### src/rtl/qmult_acc_if.sv
// Stream/handshake bundle between a qmult_acc and its driver.
`timescale 1ns/1ps
interface qmult_acc_if #(
    parameter int N     = 32,
    parameter int CNT_W = 8
);
    logic             i_start;
    logic [CNT_W-1:0] i_len;
    logic [N-1:0]     i_product;
    logic             i_valid;
    logic             o_ready;
    logic [N-1:0]     o_sum;
    logic             o_done;
    logic             o_overflow;

    modport master (
        output i_start, i_len, i_product, i_valid,
        input  o_ready, o_sum, o_done, o_overflow
    );

    modport slave (
        input  i_start, i_len, i_product, i_valid,
        output o_ready, o_sum, o_done, o_overflow
    );
endinterface

### src/rtl/qmult_acc.sv
// Sign-magnitude fixed-point accumulator for a stream of qmult products.
// Define QMULT_ACC_SAT_EN to saturate on overflow; otherwise the magnitude wraps.
`timescale 1ns/1ps
module qmult_acc #(
    parameter int Q     = 23,
    parameter int N     = 32,
    parameter int CNT_W = 8
) (
    input logic         i_clk,
    input logic         i_rst,
    qmult_acc_if.slave  bus
);

    typedef enum logic [1:0] {
        S_IDLE  = 2'd0,
        S_ACCUM = 2'd1,
        S_DONE  = 2'd2
    } state_t;

    localparam logic [N-1:0]     ZERO_W  = {N{1'b0}};
    localparam logic [N-2:0]     ZERO_M  = {(N-1){1'b0}};
    localparam logic [CNT_W-1:0] CNT_0   = {CNT_W{1'b0}};
    localparam logic [CNT_W-1:0] CNT_1   = {{(CNT_W-1){1'b0}}, 1'b1};

    // Returns {overflow, sign, magnitude}; -0 operands count as +0 and a zero result is +0.
    function automatic logic [N:0] sm_add(input logic [N-1:0] a, input logic [N-1:0] b);
        logic [N-2:0] ma;
        logic [N-2:0] mb;
        logic [N-2:0] mr;
        logic         sa;
        logic         sb;
        logic         sr;
        logic         ovf;
        logic [N-1:0] wide;
        ma   = a[N-2:0];
        mb   = b[N-2:0];
        sa   = a[N-1] & (|ma);
        sb   = b[N-1] & (|mb);
        ovf  = 1'b0;
        wide = ZERO_W;
        if (sa == sb) begin
            wide = {1'b0, ma} + {1'b0, mb};
            ovf  = wide[N-1];
            sr   = sa;
`ifdef QMULT_ACC_SAT_EN
            mr   = ovf ? {(N-1){1'b1}} : wide[N-2:0];
`else
            mr   = wide[N-2:0];
`endif
        end else if (ma >= mb) begin
            mr = ma - mb;
            sr = sa;
        end else begin
            mr = mb - ma;
            sr = sb;
        end
        if (mr == ZERO_M) begin
            sr = 1'b0;
        end else begin
            sr = sr;
        end
        return {ovf, sr, mr};
    endfunction

    state_t           state_q;
    logic [CNT_W-1:0] cnt_q;
    logic [N-1:0]     sum_q;
    logic [N-1:0]     sum_d;
    logic             ovf_q;
    logic             ovf_d;
    logic             ready_q;
    logic             done_q;

    // Candidate accumulator value if the current term is accepted.
    always_comb begin
        logic [N:0] add_s;
        add_s = sm_add(sum_q, bus.i_product);
        sum_d = add_s[N-1:0];
        ovf_d = ovf_q | add_s[N];
    end

    // Control FSM; all outputs come straight from registers.
    always_ff @(posedge i_clk or posedge i_rst) begin
        if (i_rst) begin
            state_q <= S_IDLE;
            cnt_q   <= CNT_0;
            sum_q   <= ZERO_W;
            ovf_q   <= 1'b0;
            ready_q <= 1'b0;
            done_q  <= 1'b0;
        end else begin
            done_q <= 1'b0;
            case (state_q)
                S_IDLE: begin
                    if (bus.i_start) begin
                        sum_q <= ZERO_W;
                        ovf_q <= 1'b0;
                        cnt_q <= bus.i_len;
                        if (bus.i_len == CNT_0) begin
                            state_q <= S_DONE;
                            ready_q <= 1'b0;
                        end else begin
                            state_q <= S_ACCUM;
                            ready_q <= 1'b1;
                        end
                    end
                end
                S_ACCUM: begin
                    if (bus.i_valid) begin
                        sum_q <= sum_d;
                        ovf_q <= ovf_d;
                        cnt_q <= cnt_q - CNT_1;
                        if (cnt_q == CNT_1) begin
                            state_q <= S_DONE;
                            ready_q <= 1'b0;
                        end
                    end
                end
                S_DONE: begin
                    done_q  <= 1'b1;
                    state_q <= S_IDLE;
                end
                default: begin
                    state_q <= S_IDLE;
                    ready_q <= 1'b0;
                end
            endcase
        end
    end

    assign bus.o_ready    = ready_q;
    assign bus.o_sum      = sum_q;
    assign bus.o_done     = done_q;
    assign bus.o_overflow = ovf_q;

endmodule

### src/flat_wrapper.sv
// flat-port wrapper written by rule: the top's interface ports become plain ports
module qmult_acc_flat 
#(
    parameter int Q     = 23,
    parameter int N     = 32,
    parameter int CNT_W = 8
)
  (i_clk, i_rst, bus_i_start, bus_i_len, bus_i_product, bus_i_valid, bus_o_ready, bus_o_sum, bus_o_done, bus_o_overflow);
  qmult_acc_if #(.N(N), .CNT_W(CNT_W)) bus_i ();
  input logic i_clk;
  input logic i_rst;
  input wire logic [$bits(bus_i.i_start)-1:0] bus_i_start;
  input wire logic [$bits(bus_i.i_len)-1:0] bus_i_len;
  input wire logic [$bits(bus_i.i_product)-1:0] bus_i_product;
  input wire logic [$bits(bus_i.i_valid)-1:0] bus_i_valid;
  output wire logic [$bits(bus_i.o_ready)-1:0] bus_o_ready;
  output wire logic [$bits(bus_i.o_sum)-1:0] bus_o_sum;
  output wire logic [$bits(bus_i.o_done)-1:0] bus_o_done;
  output wire logic [$bits(bus_i.o_overflow)-1:0] bus_o_overflow;
  assign bus_i.i_start = bus_i_start;
  assign bus_i.i_len = bus_i_len;
  assign bus_i.i_product = bus_i_product;
  assign bus_i.i_valid = bus_i_valid;
  assign bus_o_ready = bus_i.o_ready;
  assign bus_o_sum = bus_i.o_sum;
  assign bus_o_done = bus_i.o_done;
  assign bus_o_overflow = bus_i.o_overflow;
  qmult_acc #(.Q(Q), .N(N), .CNT_W(CNT_W)) u_core (.i_clk(i_clk), .i_rst(i_rst), .bus(bus_i));
endmodule
### config.mk
export PLATFORM = sky130hd
export DESIGN_NAME = qmult_acc_flat
export DESIGN_NICKNAME = d
export VERILOG_FILES = /design/src/rtl/qmult_acc_if.sv /design/src/rtl/qmult_acc.sv /design/src/flat_wrapper.sv
export SDC_FILE = /design/constraint.sdc
export NUM_CORES = 1
export LEC_CHECK = 0
export CAP_MARGIN = 20
export CELL_PAD_IN_SITES_DETAIL_PLACEMENT = 1
export CELL_PAD_IN_SITES_GLOBAL_PLACEMENT = 2
export CORE_MARGIN = 4
export CORE_UTILIZATION = 36
export CTS_CLUSTER_DIAMETER = 150
export DETAILED_ROUTE_END_ITERATION = 12
export PLACE_DENSITY_LB_ADDON = 0.1
export SLEW_MARGIN = 20
export SYNTH_ARGS = -nofsm -noshare
export SYNTH_HDL_FRONTEND = slang
export SYNTH_SLANG_ARGS = --single-unit
export TNS_END_PERCENT = 10
### constraint.sdc
create_clock -name i_clk -period 6.9 [get_ports i_clk]
set_clock_uncertainty 0.05 [all_clocks]
set_input_delay 0.69 -clock i_clk [delete_from_list [all_inputs] [get_ports i_clk]]
set_output_delay 0.69 -clock i_clk [all_outputs]
set_load 0.005 [all_outputs]
**Yosys cells after proc, flatten, opt, wreduce, memory -nomap -nowiden**

Cells that the tools add are included.

- Register bits after elaboration: 45
- Input bits: 44
- Output and inout bits: 35
- Word-level logic and storage cells: 57

- $add $sub $neg: 4
- $lt $le $gt $ge: 1
- Equality and inequality tests: 7
- Muxes and demuxes: 26
- Bitwise logic cells: 4
- Reduce and logical (&&, ||, !) cells: 9

Operators by type and width:

| kind | count |
|---|---|
| 2-to-1 mux 32 bit | 2 |
| one-hot mux 32 bit (2 select lines) | 1 |
| 2-to-1 mux 31 bit | 2 |
| OR reduction 31 bit | 2 |
| subtractor 31 bit | 2 |
| adder 31 x 31 -> 32 bit | 1 |
| greater-or-equal comparator 31 bit | 1 |
| zero test 31 bit | 1 |
| 2-to-1 mux 8 bit | 2 |
| one-hot mux 8 bit (2 select lines) | 1 |
| 2-to-1 mux 1 bit | 11 |
| == test 8 x 1 -> 1 bit, second input constant | 1 |
| zero test 8 bit | 1 |
| 2-to-1 mux 2 bit | 4 |
| subtractor 8 x 1 -> 8 bit, second input constant | 1 |
| AND reduction 3 bit | 2 |
| inequality test 2 bit, second input constant | 2 |
| one-hot mux 2 bit (2 select lines) | 1 |
| AND reduction 4 bit | 1 |
| one-hot mux 1 bit (3 select lines) | 1 |
| bitwise AND 1 bit | 2 |
| == test 2 x 1 -> 1 bit, second input constant | 1 |
| == test 2 bit, second input constant | 1 |
| zero test 2 bit | 1 |
| 6 further kinds | 6 |

**Depth between registers and ports, before layout**

Gate-level depths: netlist of run 1.

- Depth after elaboration: 8
- Gate-level depth with buffers: 19
- Mapped depth without buffers: 16

**Least setup slack after synthesis of run 1**

OpenSTA, ideal clock, no wires.

- Kind: input -> register
- From: in bus_i_product[6]
- To: reg u_core.sum_q[31] (netlist: u_core.bus.o_sum[31])
- Setup time: 0.125 ns
- Arrival time: 3.987 ns
- Required time: 6.725 ns
- Setup slack: 2.738 ns
- Stages: 14
- Path buffers: 1
- Path through: ha_1 -> buf_6 -> or3_1 -> or4_1 -> a31o_2 -> a31oi_4 -> nand4_1 -> a21oi_1 -> o41ai_1 -> or3_1 -> a2111oi_2 -> or4b_1 -> nor4_1 -> nor2_1

- Word-level cells in the longest chain between the ends: 8
- Elaborated cells on any way between the ends: 15
- Classes of those cells: add/sub: 3; order compare: 1; eq/ne: 1; mux: 7; bitwise: 1; reduce/logical: 2

RTL lines:

| item | RTL line | source |
|---|---|---|
| start, declared | flat_wrapper.sv:14 | `input wire logic [$bits(bus_i.i_product)-1:0] bus_i_product;` |
| branches (longest 5 deep; another with subtractor 31 bit) | -- |  |
| 2-to-1 mux 1 bit * | qmult_acc.sv:57 | `if (mr == ZERO_M) begin` |
| 2-to-1 mux 32 bit * | qmult_acc.sv:109 | `if (bus.i_valid) begin` |
| one-hot mux 32 bit (2 select lines) * | qmult_acc.sv:93 | `case (state_q)` |
| end signal, assigned | qmult_acc.sv:110 | `sum_q <= sum_d;` |
| end, declared | qmult_acc.sv:67 | `logic [N-1:0] sum_q;` |

Every way passes the cells marked *. The select of a mux whose other input is x is not followed.
A chain may end at the register's enable or synchronous reset.

**Worst setup path in the final report of run 1**

- From: in bus_i_product[17]
- To: reg u_core.sum_q[31] (netlist: u_core.bus.o_sum[31])

Same word-level chain as after synthesis.

==> results of run 1 <==
-- flip-flops by register name, indices dropped and copies added, names as in the netlist --
signal / cells
u_core.cnt_q: 8
u_core.bus.o_sum: 32
u_core.bus.o_ready: 1
u_core.state_q: 2
u_core.bus.o_overflow: 1
u_core.bus.o_done: 1
-- where the power goes --
group          total (mW)  leakage (nW)  switching, mW  internal [mW]
Clock               0.315        0.0859          0.140          0.175
Combinational        2.69          3.01           1.69           1.00
Sequential          0.542         0.583          0.176          0.366
-- worst paths after layout --
| check | slack (ns) | start | endpoint |
|---|---|---|---|
| worst max-delay path | 1.42 | bus_i_product[17] | u_core.bus.o_sum[31]$_DFFE_PP0P_ |
| worst min-delay path | 0.48 | u_core.bus.o_ready$_DFFE_PP0P_ | u_core.bus.o_ready$_DFFE_PP0P_ |
| worst max register to register | 1.74 | u_core.bus.o_sum[8]$_DFFE_PP0P_ | u_core.bus.o_sum[31]$_DFFE_PP0P_ |
| worst min register to register | 0.48 | u_core.bus.o_ready$_DFFE_PP0P_ | u_core.bus.o_ready$_DFFE_PP0P_ |
| max in group asynchronous | 5.48 | i_rst | u_core.bus.o_sum[29]$_DFFE_PP0P_ |
| min in group asynchronous | 0.84 | i_rst | u_core.bus.o_sum[26]$_DFFE_PP0P_ |
-- worst max-delay path, delay by kind of cell --
kind / cells / cell delay (ns)
adders and majority gates: 1 / 0.69
and+or+nand+nor: 10 / 2.88
AOI/OAI and AO/OA: 2 / 0.76
buffers and inverters: 1 / 0.58
-- metal layers --
layer  share of wire (%)  up-vias  global-route usage (%)
li1                    -     3750                       -
met5                   0        -                       0
met3                 4.1       41                   2.318
met2                  46      241                   45.55
met4                 3.0        0                   8.646
met1                  47     3952                   39.67
-- cells by family after synthesis --
logic type | after synthesis | synth area share [%]
AO/OA/AOI/OAI | 349 | 31.41
AND/OR/NAND/NOR | 308 | 20.90
buffers and inverters | 150 | 8.330
adder cells (fa/ha/maj) | 105 | 18.27
flip-flops | 45 | 15.40
XOR/XNOR | 30 | 3.592
multiplexers | 15 | 2.104
-- through the flow --
| step | setup slack [ns] | total power [mW] | hold WS [ns] | std cells | utilization, % |
|---|---|---|---|---|---|
| after global routing | 1.257 | 3.814 | 0.5115 | 1316 | 43.19 |
| after global placement | 0.9388 | 3.180 | 0.4419 | 1308 | 42.27 |
| final | 1.417 | 3.549 | 0.4754 | 1316 | 43.19 |
| after floorplan | 2.738 | 2.236 | 0.4213 | 1002 | - |
| after CTS | 1.211 | 3.521 | 0.4829 | 1316 | 43.16 |
| after detailed placement | 0.8762 | 3.189 | 0.4669 | 1308 | 42.27 |
-- cell type report --
class / instances / share of cell area, %
clock inverters: 3 / 0.5876
multi-input cells: 807 / 66.02
well taps: 265 / 3.893
flip-flops and latches: 45 / 13.22
repair buffers: 93 / 10.49
inverters: 98 / 4.319
clock buffers: 5 / 1.469
-- synth_stat cells (all sizes together) (4+ instances only) --
cell	number	area (sq um)
xnor2	23	201.4
a211oi	15	112.6
a22oi	4	35.03
and2	10	62.56
a211o	5	45.04
o311ai	5	43.79
nand2b	8	50.05
o21bai	13	97.59
inv	98	367.9
o211ai	14	105.1
nand3	13	65.06
nor2	88	330.3
a311oi	6	52.55
or3	8	50.05
a22o	20	176.4
nor3	35	180.2
a31oi	17	121.4
o21ai	75	375.4
a31o	5	43.79
ha	102	1276
nor3b	7	52.55
mux2i	12	120.1
nand2	66	247.7
o31ai	6	45.04
a21oi	99	495.5
clkbuf	26	97.59
xor2	7	61.31
nor2b	9	56.30
buf	26	143.9
dfrtp	45	1126
nand4	25	156.4
a21o	24	180.2
or4	5	37.54
nor4	23	143.9
o21a	4	30.03
==> flow_summary.toml, run 1 <==
[flow_run]
cap_viol_max_count = 0

[logic_synthesis]
syn_avg_cell_area_sq_um = 7.300
synth_cell_types = 74
ys_warn_count = 0
synth_edf_count = 0
synth_nets = 1151
async_flop_share_pct = 100.0
yosysSeqAreaShare_pct = 15.40
ys.flop_type = "dfrtp_1"
ys_seq_elements = 45
syn_area_sq_mm = 0.007315
synthCells = 1002

[global_routing]
overflow = 0
grt_pass1_wl_um = 48880
grt_max_degree = 51
antenna_found_initial = 0
grt_usage_pct = 28.09
grt_pass1_vias = 7941

[clock_network]
cts_setup_buffers = 0
numCtsBuffers = 5
cts_root_buf = "clkbuf_16"
ctsResizeCount = 0
clkSinkCount = 45
cts_hold_buf = 0
clkLatencyLatePin_ns = 0.31
htree_levels = 2
clk_path_buf_depth = 2
clk_pin_slew_ns = 0.08
cts_tree = "built"

[critical_path]
critPathCaptureType = "flip-flop"
reg2reg_depth = 14
required_ns = 7.05
slowest_stage = "ha_1"
cp_common_cell = "nor4_1"
critPathKind = "in -> reg"
startpoint_type = "input port"
critPathArrivalTime_ns = 5.63
path_cells = "clkdlybuf4s50_1 > ha_1 > nand4_1 > nor4_1 > a31oi_1 > nand3_1 > nor3_4 > nor4bb_1 > nor3_1 > or3_1 > a2111oi_2 > or4b_1 > nor4_1 > nor2_1"
max_stage_delay_ns = 0.69
cp_max_fo = 16

[sta]
timing.fmax_mhz = 182.4
hold_violations = 0
min_period_ns = 5.483
period_share_pct = 79.47
finalMaxSlewViolations = 0
relSlewSlack_pct = 45.87
worst_pin_slew_ns = 0.8035
rsz0062_at_grt = "no"
setup_tns_ns = 0
finalSetupViolCount = 0

[route]
wl_per_cell_um = 24.32
drtIter0Drc = 658
vias = 7984
drt-total-wl_um = 32010
ant_nets = 0
drc_errors = 0
dr.pass1.iters = 5
viasPerCell = 6.067

[hold_path]
hold_depth = 2
hold_path.class = "reg -> reg"

[placement]
portBuffers = 78
dpl.hpwl_um = 25320
place_congestion = 0.9474
post_dp_cell_area_sq_mm = 0.008335

[final_layout]
drive_gt1_share_pct = 4.282
multi_input_area_sq_mm = 0.005623
final_cell_mix = "102 x ha_1, 98 x a21oi_1, 97 x inv_1, 88 x nor2_1, 78 x clkdlybuf4s50_1"
fin_area_sq_mm = 0.008517
antennaDiodeCount = 0
nNetsFinal = 1199
final_common_cell = "ha_1"
fillers = 2453
area_delta_synth_final_pct = 16.44
seq_area_sq_mm = 0.001126

[power]
ir_drop_v = 0.0001295
power_density_mw_per_mm2 = 416.7
cellLeakagePower_nw = 3.678

[die]
rows = 51
core_sq_mm = 0.01972
die_h_um = 150.5
initial_core_util_pct = 37.10
die_w_um = 150.5
num_io_pins = 79
die-area_sq_mm = 0.02266

[outcome]
outcome = "finished, final reports clean"
No activity file was read; power rests on OpenSTA's default activity.
==> inputs of run 2 (changes only) <==
--- a/config.mk
+++ b/config.mk
@@ -9,7 +9,7 @@
 export CELL_PAD_IN_SITES_DETAIL_PLACEMENT = 1
 export CELL_PAD_IN_SITES_GLOBAL_PLACEMENT = 2
 export CORE_MARGIN = 4
-export CORE_UTILIZATION = 36
+export CORE_UTILIZATION = 34
 export CTS_CLUSTER_DIAMETER = 150
 export DETAILED_ROUTE_END_ITERATION = 12
 export PLACE_DENSITY_LB_ADDON = 0.1
==> constraint.sdc (replaced) <==
create_clock -name i_clk -period 5.1 [get_ports i_clk]
set_clock_uncertainty 0.05 [all_clocks]
set_input_delay 0.51 -clock i_clk [delete_from_list [all_inputs] [get_ports i_clk]]
set_output_delay 0.51 -clock i_clk [all_outputs]
set_load 0.005 [all_outputs]
==> run 2 against run 1 <==
  * Clock power increased by 37%
  * Sequential power increased by 32%
  * Cell count increased by 7.2%
  * Die area increased by 5.6%
  * Via count increased by 2.4%
  * Global-route usage decreased by 1.4 points
  * Sequential share of layout area decreased by 0.96 points
  * Sequential cell count unchanged
  * Largest cell class unchanged
  * Combinational power increased by 52%
  * Critical endpoint unchanged
  * Register-to-register slack got worse by 1.3 ns
  * Setup slack got worse by 1.0 ns
==> flow_summary.toml, run 2 (synthesis gave the netlist of run 1 again) <==
[flow_run]
cap_viol_max_count = 0

[final_layout]
seq_area_sq_mm = 0.001126
multi_input_area_sq_mm = 0.005617
area_delta_synth_final_pct = 25.56
antennaDiodeCount = 0
nNetsFinal = 1284
instances_no_fill = 1411
fillers = 2690
drive_gt1_share_pct = 11.44
final_util_pct = 43.55
largest_reg_flops = 32
final_cell_mix = "102 x ha_1, 98 x a21oi_1, 98 x buf_4, 97 x inv_1, 88 x nor2_1"
final_common_cell = "ha_1"

[die]
num_io_pins = 79
die_w_um = 154.7
die-area_sq_mm = 0.02392
initial_core_util_pct = 34.69
core_sq_mm = 0.02109
rows = 53
die_h_um = 154.7

[clock_network]
numCtsBuffers = 5
htree_levels = 2
clkLatencyLatePin_ns = 0.32
clk_pin_slew_ns = 0.08
cts_hold_buf = 0
ctsResizeCount = 0
cts_setup_buffers = 0
clk_path_buf_depth = 2
clkSinkCount = 45
cts_root_buf = "clkbuf_16"
cts_tree = "built"

[route]
drc_errors = 0
drtIter0Drc = 603
maxUsedRoutingLayer = "met5"
dr.pass1.iters = 5
met2WireLength_um = 14890
drt-total-wl_um = 32360
vias = 8176
wl_met1_um = 15580
viasPerCell = 5.794
ant_nets = 0
dr_wl_met3_um = 1377
wl_per_cell_um = 22.94

[sta]
finalMaxSlewViolations = 0
worst_pin_slew_ns = 0.7943
finalSetupViolCount = 0
relSlewSlack_pct = 46.79
rsz0062_at_grt = "no"
timing.fmax_mhz = 211.7
setup_tns_ns = 0
min_period_ns = 4.724
hold_violations = 0
period_share_pct = 92.63

[critical_path]
r2r_slack_ns = 0.46
critPathCaptureType = "flip-flop"
slowest_stage = "clkdlybuf4s50_1"
cp-startpoint = "bus_i_product[0]"
max_stage_delay_ns = 0.67
critPathKind = "in -> reg"
regToRegStartpoint = "u_core.bus.o_sum[19]$_DFFE_PP0P_"
reg2reg_depth = 17
crit_end = "u_core.bus.o_sum[31]$_DFFE_PP0P_"
cp_max_fo = 5
startpoint_type = "input port"
rr_endpoint = "u_core.bus.o_sum[31]$_DFFE_PP0P_"
path_cells = "clkdlybuf4s50_1 > ha_1 > inv_1 > fa_1 > a21o_1 > o21ai_0 > a21boi_1 > a211oi_1 > nor2_1 > mux2i_1 > o21ai_0 > xnor2_1 > or4_1 > or4b_1 > nor4_1 > nor2_1"
critPathArrivalTime_ns = 4.88
required_ns = 5.26

[power]
p_sw_share_pct = 53.76
ir_drop_v = 0.0001890
pwr-share-clk_pct = 8.3
power_density_mw_per_mm2 = 570.1
p_sw_mw = 2.815
pwr-share-seq_pct = 13.6
internal_power_mw = 2.421
combPwrFrac_pct = 78.1
cellLeakagePower_nw = 4.094

[placement]
place_inst = 1403
place_congestion = 0.9714
portBuffers = 78
dpl.hpwl_um = 26720

[global_routing]
overflow = 0
antenna_found_initial = 2
grt_max_degree = 46
grt_usage_pct = 26.67
grt_pass1_wl_um = 49780
grt_pass1_vias = 8286

[hold_path]
hold_path.class = "reg -> reg"

[outcome]
outcome = "finished, final reports clean"
-- run 2: per-layer routing --
metal,vias to the layer above,global-route usage [%]
met3,31,2.378
met2,232,43.68
met4,4,4.668
li1,3913,-
met5,-,0
met1,3996,38.69
-- run 2: how the worst min path moves through the flow --
stage,cells past startpoint,slack [ns],start,endpoint
floorplan,2,0.42,u_core.cnt_q[6]$_DFFE_PP0P_,u_core.cnt_q[6]$_DFFE_PP0P_
global placement,2,0.45,u_core.bus.o_ready$_DFFE_PP0P_,u_core.bus.o_ready$_DFFE_PP0P_
detailed placement,2,0.47,u_core.bus.o_ready$_DFFE_PP0P_,u_core.bus.o_ready$_DFFE_PP0P_
CTS,2,0.49,u_core.bus.o_ready$_DFFE_PP0P_,u_core.bus.o_ready$_DFFE_PP0P_
global route,2,0.52,u_core.cnt_q[6]$_DFFE_PP0P_,u_core.cnt_q[6]$_DFFE_PP0P_
finish,2,0.47,u_core.bus.o_ready$_DFFE_PP0P_,u_core.bus.o_ready$_DFFE_PP0P_
-- run 2: power by group through the flow --
stage                     combinational, mW  clock, mW  sequential [mW]
after global placement                 4.01          0            0.713
after detailed placement               4.03          0            0.720
after global routing                   4.44      0.453            0.742
after floorplan                        2.36          0            0.664
after CTS                              4.05      0.440            0.714
final                                  4.09      0.432            0.713
-- run 2: cell type report --
cell class                 instances  area share, %
sequential                        45          12.26
timing repair buffer             178          16.95
clock inverter                     3         0.5177
tap                              275          3.747
multi-input combinational        807          61.16
inverter                          98          4.005
clock buffer                       5          1.362
-- run 2: critical path, delay by kind of cell --
kind / cells / cell delay (ns)
and+or+nand+nor: 5 / 1.41
AOI/OAI and AO/OA: 5 / 1.28
buffers and inverters: 2 / 0.73
adders and majority gates: 2 / 0.62
xor gates and xnor gates: 1 / 0.19
muxes: 1 / 0.14
-- run 2: through the flow --
step | hold slack, ns | instance area [sq um] | total power [mW] | setup WS (ns)
after floorplan | 0.4213 | 7315 | 3.025 | 1.118
final | 0.4709 | 9184 | 5.236 | 0.3760
after detailed placement | 0.4669 | 9011 | 4.751 | 0.02615
after global placement | 0.4451 | 9011 | 4.724 | 0.01751
after CTS | 0.4851 | 9184 | 5.208 | 0.3605
after global routing | 0.5225 | 9184 | 5.631 | 0.05872
